File: src/rtl/i2s_dac_tx.sv
// i2s_dac_tx: left-justified I2S playback serializer.
// Takes left/right sample pairs over a valid/ready handshake into a one-deep
// hold buffer. At each DACLRCK edge it loads the matching channel word and
// shifts it MSB-first onto the DAC data line. All state moves on the falling
// edge of the codec bit clock, so data is stable when the codec samples it on
// the rising edge. A left frame that starts while enabled with an empty hold
// buffer is counted as an underrun and plays silence.
module i2s_dac_tx #(
    parameter int DATA_WIDTH = 16,
    parameter int CNT_WIDTH  = 16
) (
    input  logic                  i_clk,
    input  logic                  i_rst_n,
    input  logic                  i_enable,
    input  logic                  i_daclrck,
    input  logic                  i_valid,
    input  logic [DATA_WIDTH-1:0] i_left,
    input  logic [DATA_WIDTH-1:0] i_right,
    output logic                  o_ready,
    output logic                  o_dacdat,
    output logic                  o_sample_req,
    output logic                  o_underrun,
    output logic [CNT_WIDTH-1:0]  o_underrun_cnt
);

    // Bit index counter only needs to reach DATA_WIDTH-1.
    localparam int                   BW       = (DATA_WIDTH > 1) ? $clog2(DATA_WIDTH) : 1;
    localparam logic [BW-1:0]        LAST_BIT = BW'(DATA_WIDTH - 1);
    localparam logic [CNT_WIDTH-1:0] CNT_MAX  = '1;

    // LRCK history for edge detection
    logic lrck_q;

    // One-deep hold buffer fed by the handshake
    logic                  hold_full_q, hold_full_d;
    logic [DATA_WIDTH-1:0] hold_l_q, hold_l_d;
    logic [DATA_WIDTH-1:0] hold_r_q, hold_r_d;

    // Pair currently being played in this frame
    logic [DATA_WIDTH-1:0] act_l_q, act_l_d;
    logic [DATA_WIDTH-1:0] act_r_q, act_r_d;

    // Serializer: word being sent and index of the bit currently on the line
    logic [DATA_WIDTH-1:0] word_q, word_d;
    logic [BW-1:0]         bit_q, bit_d;
    logic [BW-1:0]         nxt_bit;
    logic                  dacdat_q, dacdat_d;

    // Status outputs
    logic                 req_q, req_d;
    logic                 urun_q, urun_d;
    logic [CNT_WIDTH-1:0] ucnt_q, ucnt_d;

    // Frame events
    logic left_start;
    logic right_start;
    logic accept;
    logic consume;
    logic starve;

    // Decode LRCK edges and the handshake / frame-start events
    always_comb begin
        left_start  = lrck_q & ~i_daclrck;
        right_start = ~lrck_q & i_daclrck;
        // Accept uses the hold state from before this cycle; when the hold is
        // full no accept can happen, so accept and consume never collide.
        accept      = i_valid & ~hold_full_q;
        consume     = left_start & i_enable & hold_full_q;
        starve      = left_start & i_enable & ~hold_full_q;
    end

    // Hold buffer: capture on accept, release to the active pair on consume
    always_comb begin
        hold_full_d = hold_full_q;
        hold_l_d    = hold_l_q;
        hold_r_d    = hold_r_q;
        if (consume) begin
            hold_full_d = 1'b0;
        end
        if (accept) begin
            hold_full_d = 1'b1;
            hold_l_d    = i_left;
            hold_r_d    = i_right;
        end
    end

    // Active pair: chosen once per frame at the left start; silence otherwise
    always_comb begin
        act_l_d = act_l_q;
        act_r_d = act_r_q;
        if (left_start) begin
            if (consume) begin
                act_l_d = hold_l_q;
                act_r_d = hold_r_q;
            end else begin
                act_l_d = '0;
                act_r_d = '0;
            end
        end
    end

    // Serializer: an LRCK edge always reloads, abandoning any unfinished word
    always_comb begin
        nxt_bit  = bit_q - 1'b1;
        word_d   = word_q;
        bit_d    = bit_q;
        dacdat_d = 1'b0;
        if (left_start) begin
            word_d   = act_l_d;
            bit_d    = LAST_BIT;
            dacdat_d = act_l_d[DATA_WIDTH-1];
        end else if (right_start) begin
            word_d   = act_r_q;
            bit_d    = LAST_BIT;
            dacdat_d = act_r_q[DATA_WIDTH-1];
        end else if (bit_q != '0) begin
            bit_d    = nxt_bit;
            dacdat_d = word_q[nxt_bit];
        end
    end

    // Frame-start strobes and saturating underrun count
    always_comb begin
        req_d  = left_start;
        urun_d = starve;
        ucnt_d = ucnt_q;
        if (starve && (ucnt_q != CNT_MAX)) begin
            ucnt_d = ucnt_q + 1'b1;
        end
    end

    // State registers on the falling bit-clock edge, async active-low reset
    always_ff @(negedge i_clk or negedge i_rst_n) begin
        if (!i_rst_n) begin
            lrck_q      <= 1'b0;
            hold_full_q <= 1'b0;
            hold_l_q    <= '0;
            hold_r_q    <= '0;
            act_l_q     <= '0;
            act_r_q     <= '0;
            word_q      <= '0;
            bit_q       <= '0;
            dacdat_q    <= 1'b0;
            req_q       <= 1'b0;
            urun_q      <= 1'b0;
            ucnt_q      <= '0;
        end else begin
            lrck_q      <= i_daclrck;
            hold_full_q <= hold_full_d;
            hold_l_q    <= hold_l_d;
            hold_r_q    <= hold_r_d;
            act_l_q     <= act_l_d;
            act_r_q     <= act_r_d;
            word_q      <= word_d;
            bit_q       <= bit_d;
            dacdat_q    <= dacdat_d;
            req_q       <= req_d;
            urun_q      <= urun_d;
            ucnt_q      <= ucnt_d;
        end
    end

    // Outputs come straight from registers
    always_comb begin
        o_ready        = ~hold_full_q;
        o_dacdat       = dacdat_q;
        o_sample_req   = req_q;
        o_underrun     = urun_q;
        o_underrun_cnt = ucnt_q;
    end

endmodule

File: config.mk
export PLATFORM = sky130hd
export DESIGN_NAME = i2s_dac_tx
export DESIGN_NICKNAME = d
export VERILOG_FILES = /design/src/rtl/i2s_dac_tx.sv
export SDC_FILE = /design/constraint.sdc
export NUM_CORES = 1
export LEC_CHECK = 0
export CAP_MARGIN = 20
export CORE_ASPECT_RATIO = 1.5
export CORE_MARGIN = 2
export CORE_UTILIZATION = 53
export DETAILED_ROUTE_END_ITERATION = 10
export GPL_ROUTABILITY_DRIVEN = 0
export PLACE_DENSITY = 0.82
export SETUP_SLACK_MARGIN = 0.5
export SLEW_MARGIN = 20
export SYNTH_ARGS = -nofsm -noshare
export SYNTH_HDL_FRONTEND = slang
export SYNTH_SLANG_ARGS = --single-unit
File: constraint.sdc
create_clock -name i_clk -period 3 [get_ports i_clk]
set_clock_uncertainty 0.2 [all_clocks]
set_input_delay 0.3 -clock i_clk [delete_from_list [all_inputs] [get_ports i_clk]]
set_output_delay 0.3 -clock i_clk [all_outputs]
set_load 0.01 [all_outputs]
==> impl_metrics.prom <==
# TYPE chip_impl_metric gauge
chip_impl_metric{name="grt_max_degree",unit=""} 38
chip_impl_metric{name="synth_mux_area_share",unit="%"} 13.6
chip_impl_metric{name="sum_of_buffers_and_inverters_on_the_critical_path",unit=""} 4
chip_impl_metric{name="io_pins",unit=""} 57
chip_impl_metric{name="drt-total-wl",unit="µm"} 10200
chip_impl_metric{name="layout-drive-gt1-share",unit="%"} 46.3
chip_impl_metric{name="diodes",unit=""} 0
chip_impl_info{name="regToRegStartpoint",value="bit_q[0]"} 1
chip_impl_metric{name="leakagePower",unit="nW"} 2.77
chip_impl_metric{name="syn-mean-instance-area",unit="µm²"} 12.5
chip_impl_metric{name="floorplan.initialDensity",unit="%"} 54.7
chip_impl_info{name="yosys_most_used_dff",value="sky130_fd_sc_hd__dfrtn_1"} 1
chip_impl_metric{name="synthCells",unit=""} 300
chip_impl_info{name="root_buffer",value="sky130_fd_sc_hd__clkbuf_8"} 1
chip_impl_metric{name="clock_latency",unit="ns"} 0.36
chip_impl_info{name="critical_path.cell_chain",value="buf_12 > inv_12 > ha_4 > buf_6 > nand2_2 > a311oi_2 > buf_4 > mux2_2"} 1
chip_impl_metric{name="clkSinkCount",unit=""} 89
chip_impl_metric{name="edff_count_synth",unit=""} 0
chip_impl_metric{name="power.density_cell_area",unit="nW/µm²"} 613
chip_impl_metric{name="port-buffer-count",unit=""} 56
chip_impl_info{name="hp-start",value="hold_r_q[0]"} 1
chip_impl_metric{name="globalRouteTotalUtil",unit="%"} 26.6
chip_impl_metric{name="place.detailed.hpwl",unit="µm"} 5830
chip_impl_metric{name="hold_ws",unit="ns"} 0.224
chip_impl_metric{name="die_area",unit="µm²"} 7770
chip_impl_metric{name="number_of_global_route_vias_before_repair",unit=""} 3089
chip_impl_metric{name="postSynthRegisterBits",unit=""} 89
chip_impl_metric{name="synth.cell_area",unit="µm²"} 3750
chip_impl_metric{name="vdd_ir_drop_max",unit="mV"} 0.433
chip_impl_info{name="timing.critical_path.max_delay_family",value="buffers and inverters"} 1
chip_impl_metric{name="grt_remaining_overflow",unit=""} 0
chip_impl_metric{name="detail_route.wl_per_cell",unit="µm"} 20.5
chip_impl_metric{name="core_footprint",unit="µm²"} 6850
chip_impl_metric{name="route.detailed.vias_per_inst",unit=""} 5.70
chip_impl_metric{name="power.share.clock",unit="%"} 30.8
chip_impl_info{name="status",value="finished with violations"} 1
chip_impl_metric{name="final.setup.worst_slack",unit="ns"} -0.0708
chip_impl_info{name="synth_top_family_by_area",value="multiplexers"} 1
chip_impl_metric{name="vertical_extent_of_the_die",unit="µm"} 107
chip_impl_metric{name="intPower",unit="mW"} 2.61
chip_impl_metric{name="area_growth_syn_to_layout",unit="%"} 53.8
chip_impl_info{name="setup_cp_type",value="in2reg"} 1
chip_impl_metric{name="power.share.combinational",unit="%"} 23.1
chip_impl_metric{name="max_slew.worst_pin.slew",unit="ns"} 0.742
chip_impl_metric{name="std_cell_rows",unit=""} 37
chip_impl_info{name="r2r_path_end",value="o_dacdat"} 1
chip_impl_metric{name="htree_levels",unit=""} 3
chip_impl_metric{name="route.vias.total",unit=""} 2844
chip_impl_metric{name="netSwitchingFraction",unit="%"} 26.0
chip_impl_metric{name="drcViolationCount",unit=""} 0
chip_impl_metric{name="maxCapViolations",unit=""} 0
chip_impl_info{name="holdPathEnd",value="act_r_q[0]"} 1
chip_impl_metric{name="ff2ff_path_depth",unit=""} 6
chip_impl_info{name="violations",value="setup timing"} 1
chip_impl_metric{name="timing.critical_path.fanout_max",unit=""} 2
chip_impl_metric{name="final-hold-violation-count",unit=""} 0
chip_impl_metric{name="synth_unique_cells",unit=""} 31
chip_impl_metric{name="clock_slew_seen_by_the_registers_of_the_worst_setup_and_hold_paths",unit="ns"} 0.06
chip_impl_metric{name="postSynth.asyncResetShare",unit="%"} 100
chip_impl_metric{name="ff2ff_setup_slack",unit="ns"} 0.25
chip_impl_metric{name="total_cts_buffers",unit=""} 9
chip_impl_metric{name="seq_area_frac_synth",unit="%"} 59.5
chip_impl_metric{name="post_synth_adder_cell_area",unit="%"} 1.67
chip_impl_metric{name="crit_arrival",unit="ns"} 1.57
chip_impl_metric{name="timing.critical_path.slowest_cell_delay",unit="ns"} 0.32
chip_impl_metric{name="slew_headroom",unit="%"} 50.5
chip_impl_metric{name="timing.critical_path.required",unit="ns"} 1.50
chip_impl_metric{name="timing_max_transition_violations_final",unit=""} 0
chip_impl_info{name="cp_slowest_cell",value="sky130_fd_sc_hd__mux2_2"} 1
chip_impl_metric{name="setup-violations-final",unit=""} 6
chip_impl_metric{name="nets",unit=""} 459
chip_impl_info{name="grt_setup_unrepaired",value="true"} 1
chip_impl_info{name="cp-start-kind",value="input port"} 1
chip_impl_metric{name="depth_of_the_worst_hold_timing_path",unit=""} 1
chip_impl_metric{name="synth_compound_gate_area_share",unit="%"} 9.55
chip_impl_metric{name="synth-xor-area-share",unit="%"} 3.27
chip_impl_metric{name="netSwitchingPower",unit="µW"} 920
chip_impl_metric{name="utilization_after_layout",unit="%"} 84.1
chip_impl_metric{name="drt_first_pass_iters",unit=""} 4
chip_impl_metric{name="grt_pass1_wl",unit="µm"} 15300
chip_impl_metric{name="synthesis.yosys.warnings",unit=""} 0
chip_impl_metric{name="detail_route.iter0.violations",unit=""} 194
chip_impl_metric{name="drt.antenna.violating_nets",unit=""} 0
chip_impl_info{name="timing.critical_path.to_type",value="flop"} 1
chip_impl_metric{name="grt_antenna_before_repair",unit=""} 0
chip_impl_metric{name="clock_tree.buffer_depth",unit=""} 2
chip_impl_metric{name="power.share.sequential",unit="%"} 46.1
chip_impl_metric{name="yosys.area_share.simple",unit="%"} 9.79
chip_impl_metric{name="synth.net_count",unit=""} 342
chip_impl_info{name="tritoncts_clock_tree",value="done"} 1
chip_impl_metric{name="chipWidth",unit="µm"} 72.6
chip_impl_info{name="holdCritPathClass",value="reg2reg"} 1
==> power groups by stage <==
stage	Clock, mW	Combinational [mW]	Sequential, mW
3_5_place_dp	0	0.685	1.61
6_report	1.09	0.817	1.63
4_1_cts	1.08	0.725	1.60
2_1_floorplan	0	0.433	1.58
3_3_place_gp	0	0.651	1.60
5_1_grt	1.14	0.875	1.65
==> cells in the mapped netlist (7+ instances only) <==
| cell type | count | area share, % |
|---|---|---|
| sky130_fd_sc_hd__a21oi_1 | 19 | 2.5 |
| sky130_fd_sc_hd__mux2_2 | 34 | 10 |
| sky130_fd_sc_hd__nand3_1 | 7 | 0.94 |
| sky130_fd_sc_hd__nor2b_1 | 17 | 2.8 |
| sky130_fd_sc_hd__dfrtn_1 | 89 | 59 |
| sky130_fd_sc_hd__nor2_1 | 9 | 0.90 |
| sky130_fd_sc_hd__nand4_1 | 7 | 1.2 |
| sky130_fd_sc_hd__o21ai_0 | 16 | 2.1 |
| sky130_fd_sc_hd__xnor2_1 | 12 | 2.8 |
| sky130_fd_sc_hd__a21o_1 | 16 | 3.2 |
| sky130_fd_sc_hd__nand2_1 | 24 | 2.4 |
| sky130_fd_sc_hd__clkbuf_1 | 10 | 1.0 |
==> flip-flops by register name (all words and copies together), names as in the netlist <==
register,count
hold_full_q,1
o_dacdat,1
hold_r_q,16
o_underrun_cnt,16
word_q,16
o_underrun,1
o_sample_req,1
hold_l_q,16
bit_q,4
lrck_q,1
act_r_q,16
==> metrics by stage <==
stage	cell area (µm²)	setup TNS [ns]	power (mW)	cells	setup slack [ns]
floorplan	4000	-1.64	2.02	300	-0.233
global placement	4870	-45.43	2.25	453	-0.855
detailed placement	4870	-47.92	2.30	453	-0.898
CTS	5390	-0.193	3.41	487	-0.0762
global route	5760	-0.364	3.67	499	-0.0744
finish	5760	-0.185	3.53	499	-0.0708
==> area by class of cell <==
class | instances | area [µm²]
fill | 327 | 1090
clock inverter | 5 | 128
tap | 78 | 97.6
sequential | 89 | 2230
multi-input combinational | 189 | 1890
clock buffer | 10 | 138
inverter | 6 | 35.0
timing repair buffer | 122 | 1250
==> per-layer routing <==
| layer | share of wire (%) | wire length [µm] | track usage, % |
|---|---|---|---|
| met5 | 0 | 0 | 0 |
| met4 | 2.7 | 277 | 13.9 |
| met3 | 4.5 | 458 | 5.73 |
| met2 | 54 | 5510 | 43.3 |
| met1 | 39 | 3990 | 32.9 |
==> placed cells by master, fill, tap and decap left out, types with 6 or more instances in the layout <==
master / netlist / routed
sky130_fd_sc_hd__o21ai_1: 0 / 15
sky130_fd_sc_hd__xnor2_1: 12 / 11
sky130_fd_sc_hd__buf_6: 2 / 14
sky130_fd_sc_hd__a21oi_2: 0 / 16
sky130_fd_sc_hd__nor2_1: 9 / 6
sky130_fd_sc_hd__dfrtn_1: 89 / 89
sky130_fd_sc_hd__clkdlybuf4s50_1: 0 / 32
sky130_fd_sc_hd__buf_4: 0 / 40
sky130_fd_sc_hd__clkbuf_8: 0 / 10
sky130_fd_sc_hd__nand2_1: 24 / 21
sky130_fd_sc_hd__nand4_1: 7 / 7
sky130_fd_sc_hd__buf_12: 0 / 12
sky130_fd_sc_hd__buf_2: 1 / 18
sky130_fd_sc_hd__mux2_4: 0 / 33
sky130_fd_sc_hd__a21o_1: 16 / 16
sky130_fd_sc_hd__nor2b_4: 0 / 16
==> cell families (layout without fill, tap and decap cells) <==
kind of cell | Yosys count | in the layout
DFF | 89 | 89
and+or+nand+nor | 73 | 73
AOI/OAI and AO/OA | 58 | 58
muxes | 39 | 39
buffers and inverters | 22 | 143
xor gates and xnor gates | 14 | 14
adders and majority gates | 5 | 5
==> timing repair <==
action / CTS / global route
hold buffers: 0 / 0
resized for setup: 133 / 67
gates cloned: 4 / 2
setup endpoints to repair: 109 / 107
pin swaps: 17 / 26
setup buffers: 15 / 10
==> how the worst max path moves through the flow <==
stage | startpoint | to | slack, ns | cells past startpoint
floorplan | i_daclrck | o_underrun_cnt[15] | -0.23 | 8
global placement | i_daclrck | o_underrun_cnt[15] | -0.85 | 8
detailed placement | i_daclrck | o_underrun_cnt[9] | -0.90 | 8
CTS | i_daclrck | o_underrun_cnt[15] | -0.08 | 8
global route | i_daclrck | o_underrun_cnt[15] | -0.07 | 8
finish | i_daclrck | o_underrun_cnt[1] | -0.07 | 8
No activity file was read; power rests on OpenSTA's default activity.
